`src/rtl/whitening_pkg.sv`:
```
// whitening_pkg: shared definitions for the whitening pipeline.
//   DATA_W, LOG2_N, N_SAMPLES : default sample width and frame size
//   cen_state_t               : centering unit FSM states
//   sat_data()                : clamp a DATA_W+1 bit signed value into DATA_W bits
package whitening_pkg;

    localparam int unsigned DATA_W    = 24;
    localparam int unsigned LOG2_N    = 7;
    localparam int unsigned N_SAMPLES = 1 << LOG2_N;

    typedef enum logic [2:0] {
        IDLE,
        ACCUM,
        DIV,
        SUB,
        DONE
    } cen_state_t;

    // The two top bits differ only when the value lies outside the DATA_W range.
    function automatic logic signed [DATA_W-1:0] sat_data(input logic signed [DATA_W:0] v);
        if (v[DATA_W] != v[DATA_W-1]) begin
            sat_data = v[DATA_W] ? {1'b1, {(DATA_W-1){1'b0}}} : {1'b0, {(DATA_W-1){1'b1}}};
        end else begin
            sat_data = v[DATA_W-1:0];
        end
    endfunction

endpackage

```
`src/rtl/cen_channel.sv`:
```
// cen_channel: per-channel datapath of the centering unit.
//   CLK_cen, RST_cen : clock, async active-high reset
//   clr              : clear accumulator and mean (start of a frame)
//   acc_en           : add x into the accumulator
//   mean_ld          : register accumulator / 2^LOG2_N (floor) as the mean
//   x                : signed input sample
//   mean             : registered mean
//   diff             : x - mean, saturated to DATA_W bits (combinational)
module cen_channel #(
    parameter int unsigned DATA_W = whitening_pkg::DATA_W,
    parameter int unsigned LOG2_N = whitening_pkg::LOG2_N
) (
    input  logic                     CLK_cen,
    input  logic                     RST_cen,
    input  logic                     clr,
    input  logic                     acc_en,
    input  logic                     mean_ld,
    input  logic signed [DATA_W-1:0] x,
    output logic signed [DATA_W-1:0] mean,
    output logic signed [DATA_W-1:0] diff
);
    import whitening_pkg::*;

    // Wide enough for 2^LOG2_N full-scale samples, so the sum never overflows.
    localparam int unsigned ACC_W = DATA_W + LOG2_N;

    logic signed [ACC_W-1:0]  acc_q;
    logic signed [DATA_W-1:0] mean_q;
    logic signed [DATA_W:0]   diff_wide;

    always_ff @(posedge CLK_cen or posedge RST_cen) begin
        if (RST_cen) begin
            acc_q  <= '0;
            mean_q <= '0;
        end else if (clr) begin
            acc_q  <= '0;
            mean_q <= '0;
        end else begin
            if (acc_en) begin
                acc_q <= acc_q + ACC_W'(x);
            end
            if (mean_ld) begin
                mean_q <= DATA_W'(acc_q >>> LOG2_N);
            end
        end
    end

    always_comb begin
        diff_wide = {x[DATA_W-1], x} - {mean_q[DATA_W-1], mean_q};
        diff      = sat_data(diff_wide);
    end

    assign mean = mean_q;

endmodule

```
`src/rtl/centering_unit.sv`:
```
// centering_unit: two-pass mean removal over one 2^LOG2_N sample frame.
//   CLK_cen, RST_cen : clock, async active-high reset
//   GO_cen           : level enable; low returns the unit to IDLE
//   in_valid/in_data : packed input samples, channel 0 in the LSBs
//   out_valid/out_data : registered centred samples (1-cycle latency in SUB)
//   mean_out         : per-channel means, valid from DIV until the next frame
//   CEN_busy         : high in ACCUM, DIV and SUB
//   cen_done         : pulse with the last centred output of a frame
module centering_unit #(
    parameter int unsigned N_CH   = 2,
    parameter int unsigned DATA_W = whitening_pkg::DATA_W,
    parameter int unsigned LOG2_N = whitening_pkg::LOG2_N
) (
    input  logic                     CLK_cen,
    input  logic                     RST_cen,
    input  logic                     GO_cen,
    input  logic                     in_valid,
    input  logic [N_CH*DATA_W-1:0]   in_data,
    output logic                     out_valid,
    output logic [N_CH*DATA_W-1:0]   out_data,
    output logic [N_CH*DATA_W-1:0]   mean_out,
    output logic                     CEN_busy,
    output logic                     cen_done
);
    import whitening_pkg::*;

    cen_state_t state_q, state_d;
    logic [LOG2_N-1:0] cnt_q;

    logic take;
    logic last;
    logic clr;
    logic acc_en;
    logic sub_en;
    logic mean_ld;
    logic [N_CH*DATA_W-1:0] diff_all;

    // A sample is consumed only in a counting state while GO_cen holds.
    always_comb begin
        clr     = (state_q == IDLE) && GO_cen;
        take    = GO_cen && in_valid && ((state_q == ACCUM) || (state_q == SUB));
        last    = take && (cnt_q == '1);
        acc_en  = take && (state_q == ACCUM);
        sub_en  = take && (state_q == SUB);
        mean_ld = GO_cen && (state_q == DIV);
    end

    always_comb begin
        state_d = state_q;
        if (!GO_cen) begin
            state_d = IDLE;
        end else begin
            unique case (state_q)
                IDLE:    state_d = ACCUM;
                ACCUM:   if (last) state_d = DIV;
                DIV:     state_d = SUB;
                SUB:     if (last) state_d = DONE;
                DONE:    state_d = DONE;
                default: state_d = IDLE;
            endcase
        end
    end

    always_ff @(posedge CLK_cen or posedge RST_cen) begin
        if (RST_cen) begin
            state_q   <= IDLE;
            cnt_q     <= '0;
            out_valid <= 1'b0;
            out_data  <= '0;
            CEN_busy  <= 1'b0;
            cen_done  <= 1'b0;
        end else begin
            state_q <= state_d;
            if (clr) begin
                cnt_q <= '0;
            end else if (take) begin
                cnt_q <= cnt_q + LOG2_N'(1);
            end
            out_valid <= sub_en;
            out_data  <= sub_en ? diff_all : '0;
            cen_done  <= sub_en && last;
            CEN_busy  <= (state_d == ACCUM) || (state_d == DIV) || (state_d == SUB);
        end
    end

    for (genvar c = 0; c < N_CH; c++) begin : g_ch
        cen_channel #(
            .DATA_W(DATA_W),
            .LOG2_N(LOG2_N)
        ) u_ch (
            .CLK_cen(CLK_cen),
            .RST_cen(RST_cen),
            .clr    (clr),
            .acc_en (acc_en),
            .mean_ld(mean_ld),
            .x      (in_data[c*DATA_W +: DATA_W]),
            .mean   (mean_out[c*DATA_W +: DATA_W]),
            .diff   (diff_all[c*DATA_W +: DATA_W])
        );
    end

endmodule

```
`config.mk`:
```
export PLATFORM = sky130hd
export DESIGN_NAME = centering_unit
export DESIGN_NICKNAME = d
export VERILOG_FILES = /design/src/rtl/whitening_pkg.sv /design/src/rtl/cen_channel.sv /design/src/rtl/centering_unit.sv
export SDC_FILE = /design/constraint.sdc
export NUM_CORES = 1
export LEC_CHECK = 0
export ABC_AREA = 0
export BUFFER_PORTS_ARGS = -buffer_cell sky130_fd_sc_hd__buf_2
export CORE_ASPECT_RATIO = 0.7
export CORE_MARGIN = 2
export CORE_UTILIZATION = 30
export CTS_BUF_LIST = sky130_fd_sc_hd__clkbuf_8
export CTS_CLUSTER_SIZE = 28
export DETAILED_ROUTE_END_ITERATION = 8
export GPL_ROUTABILITY_DRIVEN = 0
export PLACE_DENSITY = 0.49
export SETUP_SLACK_MARGIN = 0.1
export SLEW_MARGIN = 20
export SYNTH_ARGS = -nofsm -noshare
export SYNTH_HDL_FRONTEND = slang
export SYNTH_SLANG_ARGS = --single-unit
```
`constraint.sdc`:
```
create_clock -name CLK_cen -period 7.4 [get_ports CLK_cen]
set_input_delay 1.11 -clock CLK_cen [delete_from_list [all_inputs] [get_ports CLK_cen]]
set_output_delay 1.11 -clock CLK_cen [all_outputs]
set_load 0.01 [all_outputs]
```
Word-level counts from Yosys, hierarchy flattened
Index checks and enable logic that the tools add are counted.
- add/subtract/negate cells: 5
- eq/ne operators: 10
- multiplexer cells: 19
- reduce and logical (&&, ||, !) cells: 15
- operator list (cell ; count):
    2-to-1 mux 24 bit ; 8
    2-to-1 mux 31 bit ; 4
    adder 31 x 24 -> 31 bit ; 2
    subtractor 24 x 24 -> 25 bit ; 2
    2-to-1 mux 48 bit ; 1
    case mux 3 bit (5 select lines) ; 1
    2-to-1 mux 7 bit ; 2
    == test 3 x 2 -> 1 bit (second input constant) ; 4
    2-to-1 mux 3 bit ; 3
    logical AND 1 bit ; 8
    adder 7 x 1 -> 7 bit (second input constant) ; 1
    == test 7 bit (second input constant) ; 1
    == test 3 x 1 -> 1 bit (second input constant) ; 2
    nonzero test 2 bit ; 3
    == test 3 bit (second input constant) ; 1
    logical NOT 3 bit ; 1
    logical OR 1 bit ; 3
    != test 1 bit ; 2
- bits in registers: 171
- output and inout bits: 99
- word-level logic and storage cells: 59

Longest topological paths before layout
- word-level depth: 10
- mapped depth: 22
- gate-level depth less buffers: 20

Cells and area by module
From an unflattened synthesis, not the netlist that was laid out.
- cells, all modules: 1563
- area total of the unflattened synthesis: 13513.0 sq um
- modules (own cells, without submodules) (module ; instances ; cells each ; area each (sq um)):
    cen_channel at g_ch[1].u_ch ; 1 ; 695 ; 5696.7
    cen_channel at g_ch[0].u_ch ; 1 ; 697 ; 5626.6
    centering_unit ; 1 ; 171 ; 2189.6

Worst setup path before layout
Ideal clock, no wire load.
- path kind: input -> register
- from: input in_data[1]
- to: register out_data[15]
- setup time: 0.141 ns
- arrival: 4.670 ns
- path slack: 2.589 ns
- cell stages on the path: 19
- buffers on the path: 2
- cells stage by stage: ha_1 -> nor2b_1 -> o21a_1 -> o21ai_0 -> a31oi_1 -> a2111oi_2 -> nor3_1 -> o41ai_4 -> o21ai_1 -> xor2_1 -> ha_1 -> clkbuf_1 -> inv_1 -> nor2_1 -> nand4b_1 -> nor3b_2 -> nor2_1 -> clkbuf_1 -> a21boi_0
- word-level cells in the longest chain between the ends: 4
- elaborated cells between the ends (all ways): 5
- ends and longest elaborated chain (item ; line ; source):
    start: declaration ; centering_unit.sv:18 ; input logic [N_CH*DATA_W-1:0] in_data,
    subtractor 24 x 24 -> 25 bit * ; cen_channel.sv:49 ; diff_wide = {x[DATA_W-1], x} - {mean_q[DATA_W-1], mean_q};
    2-to-1 mux 24 bit / != test 1 bit (equally long branches) ; whitening_pkg.sv:22, whitening_pkg.sv:21 ;
    2-to-1 mux 24 bit * ; whitening_pkg.sv:21 ; if (v[DATA_W] != v[DATA_W-1]) begin
    2-to-1 mux 48 bit * ; centering_unit.sv:80 ; out_data <= sub_en ? diff_all : '0;
    end signal: assignment ; centering_unit.sv:80 ;
    end: declaration ; centering_unit.sv:20 ; output logic [N_CH*DATA_W-1:0] out_data,
Mark *: on every way between the ends. The rest lies on a longest branch, timed or not.
A chain may end at the register's enable or synchronous reset.

Final worst setup path
- from: input in_data[1]
- to: register out_data[19]
Same word-level chain as after synthesis.

==> impl_metrics.yaml <==
run_status:
  outcome: "completed"
finish:
  post-route-util_pct: 35.16
  drive_gt1_share_pct: 14.78
  regArea_um2: 4280
  synthToLayoutAreaGrowth_pct: 14.65
  fin_cells: 2038
  fillCellCount: 4083
  fin_nets: 1663
  multiInputGateArea_um2: 7087
  final_area_um2: 13620
die:
  floorplan.initialDensity_pct: 30.67
  io_pins: 151
  dieArea_um2: 41240
  coreArea_um2: 38740
  fp.dieH_um: 170.5
  die_w_um: 241.9
  std_cell_rows: 60
route:
  drc: 0
  wl_mm: 35.68
  dr.pass1.iters: 5
  ant_nets: 0
  num_vias: 10340
  first_iter_violations: 745
  drt-vias-per-instance: 5.073
  wl_per_cell_um: 17.51
timing:
  maxSlewViolCount: 0
  clock_skew_ns: 0.02071
  rsz0062_at_grt: "no"
  fin_setup_tns_ns: 0
  fin_crit_sh_pct: 77.53
  fmax_mhz: 174.3
  worst_pin_slew_ns: 1.037
  slew-limit-headroom_pct: 30.70
  setup_violations: 0
  finalHoldViolations: 0
  fin_crit_ns: 5.737
critical_path:
  critical_path_arrival_ns: 6.15
  path_cells: "buf_2 > ha_1 > nor2b_1 > o21a_1 > o21ai_0 > a31oi_1 > a2111oi_2 > nor3_1 > o41ai_4 > o21ai_1 > xor2_1 > ha_1 > inv_1 > nor2_1 > nand4b_1 > nor3b_2 > buf_4 > nor2_1 > a21boi_0"
  crit_buf_inv: 3
  cp_top_family: "compound AO/OA/AOI/OAI gates"
  critPathSlowestCell: "nor2_1"
  critPathKind: "in2reg"
  crit_path_end_kind: "register"
  crit_required_ns: 7.81
  critical_path_peak_fanout: 13
  critical_path.max_stage_delay_ns: 0.70
  worst_setup_path_start_kind: "input port"
yosys:
  synth-edff-count: 0
  yosys_warnings: 0
  async_reset_ff_share_pct: 100.0
  synthTopCellsByCount: "nand2_1 (193), dfrtp_1 (171), o21ai_0 (137), ha_1 (111), a21oi_1 (102)"
  synth.cell_area_um2: 11880
  ys.flop_type: "dfrtp_1"
  synth_area_leaders: "dfrtp_1 (36%), ha_1 (12%), nand2_1 (6.1%)"
  ys_seq_area_share_pct: 36.02
  synth-seq-cells: 171
  yosysTopAreaCell: "dfrtp_1"
  synth.most_common_cell: "nand2_1"
  synth.distinct_cells: 72
  netlist_instances: 1368
  yosysTopAreaCellShare_pct: 36.02
  syn_avg_cell_area_um2: 8.685
  syn_nets: 1535
global_routing:
  grt_first_pass_wirelength_mm: 57.01
  grt_pass1_vias: 9973
  grt_util_met1_pct: 28.19
  grt_usage_pct: 17.62
  grtUsageMet2_pct: 24.28
  grt_max_degree: 114
  antenna_found_initial: 1
  grt.overflow.total: 0
  grt-busiest-layer: "met1"
  use_met3_pct: 2.620
place:
  port_buffers: 150
  dpl_cell_area_um2: 13180
  dp.cells: 2004
  hpwl_mm: 26.46
clock_tree:
  post_cts_buffers: 0
  cts_htree_levels: 4
  numCtsBuffers: 17
  cts_hold_buf: 0
  cts_tree: "built"
  clk_pin_slew_worst_paths_ns: 0.11
  cts_sinks: 171
  cts_buffer_depth: 2
  cts_root_buf: "clkbuf_8"
  clk_latency_ns: 0.50
  cts_resized: 0
job:
  drv_cap: 0
power:
  leakagePower_nw: 6.418
  power_density_nw_per_um2: 203.5
  ir_drop_mv: 0.09464
hold_path:
  hold_path_class: "reg2reg"
==> state kept, by name, summed over array words and instances, names as in the netlist <==
register         flops
g_ch.u_ch.acc_q     62
CEN_busy             1
state_q              3
out_data            48
cen_done             1
g_ch.u_ch.mean      48
out_valid            1
cnt_q                7
==> report_power, final <==
| group | leakage [nW] | internal (mW) | total, mW | switching (mW) |
|---|---|---|---|---|
| Clock | 0.218 | 0.351 | 0.764 | 0.413 |
| Combinational | 3.86 | 0.386 | 0.934 | 0.548 |
| Sequential | 2.34 | 1.01 | 1.07 | 0.0689 |
| Total | 6.42 | 1.74 | 2.77 | 1.03 |
==> final timing paths <==
check | end | cells past startpoint | startpoint | slack (ns)
min in group asynchronous | g_ch[0].u_ch.acc_q[23] | 2 | RST_cen | 0.77
hold / removal | g_ch[0].u_ch.acc_q[6] | 2 | g_ch[0].u_ch.acc_q[6] | 0.50
setup reg to reg | out_data[19] | 19 | g_ch[0].u_ch.mean[1] | 1.95
hold reg to reg | g_ch[0].u_ch.acc_q[6] | 2 | g_ch[0].u_ch.acc_q[6] | 0.50
max in group asynchronous | g_ch[1].u_ch.mean[23] | 3 | RST_cen | 5.30
setup / recovery | out_data[19] | 19 | in_data[1] | 1.66
==> final cells by class <==
cell class                 count  area share (%)
tap                          527           4.841
inverter                      91           2.563
antenna                        2         0.03674
sequential                   171           31.42
timing repair buffer         158           5.952
clock buffer                  18           1.819
clock inverter                14           1.341
multi-input combinational   1057           52.03
==> cells by family after synthesis <==
kind of cell | Yosys count | synth area share [%]
flops | 171 | 36.02
xor+xnor | 96 | 7.077
simple gates | 406 | 15.69
fa+ha+maj | 115 | 12.36
buf+inv | 140 | 4.486
compound gates | 438 | 24.16
mux | 2 | 0.2106
==> worst reg2reg max path, stage by stage (launching register included) <==
cell and delay [ns]:
dfrtp_1 0.42, inv_1 0.11, ha_1 0.23, nor2b_1 0.13, o21a_1 0.17, o21ai_0 0.33
a31oi_1 0.28, a2111oi_2 0.54, nor3_1 0.19, o41ai_4 0.46, o21ai_1 0.19, xor2_1 0.17
ha_1 0.52, inv_1 0.16, nor2_1 0.05, nand4b_1 0.12, nor3b_2 0.08, buf_4 0.20
nor2_1 0.71, a21boi_0 0.32
==> stage by stage <==
stage	hold slack, ns	power (mW)	worst slack, ns
6_report	0.4954	2.773	1.663
5_1_grt	0.5255	2.966	1.231
4_1_cts	0.5013	2.804	1.751
3_5_place_dp	0.4780	2.017	1.209
3_3_place_gp	0.4689	2.007	1.439
2_1_floorplan	0.4526	1.793	1.658
==> routing by layer <==
layer	up-vias	wire length, µm
met2	240	14030
li1	5127	-
met5	-	0
met3	23	1543
met4	0	374
met1	4948	19740
==> placed cells by master (no fill, tap or decap), types with 6 or more instances in the layout <==
cell type	count
buf_4	8
nand3_1	42
a211oi_1	21
dfrtp_1	170
nand2_1	192
o21ai_0	137
o21a_1	21
xor2_1	46
inv_1	91
xnor2_1	50
buf_2	150
a2111oi_2	6
nand4_1	9
a31oi_1	11
nor3_1	21
a21oi_1	102
a21o_1	41
nand2b_1	16
nor2_1	64
ha_1	111
clkbuf_8	18
nor2b_1	15
and3_1	12
a21boi_0	8
o21bai_1	12
a22o_1	9
Power figures use the tool's default switching activity.
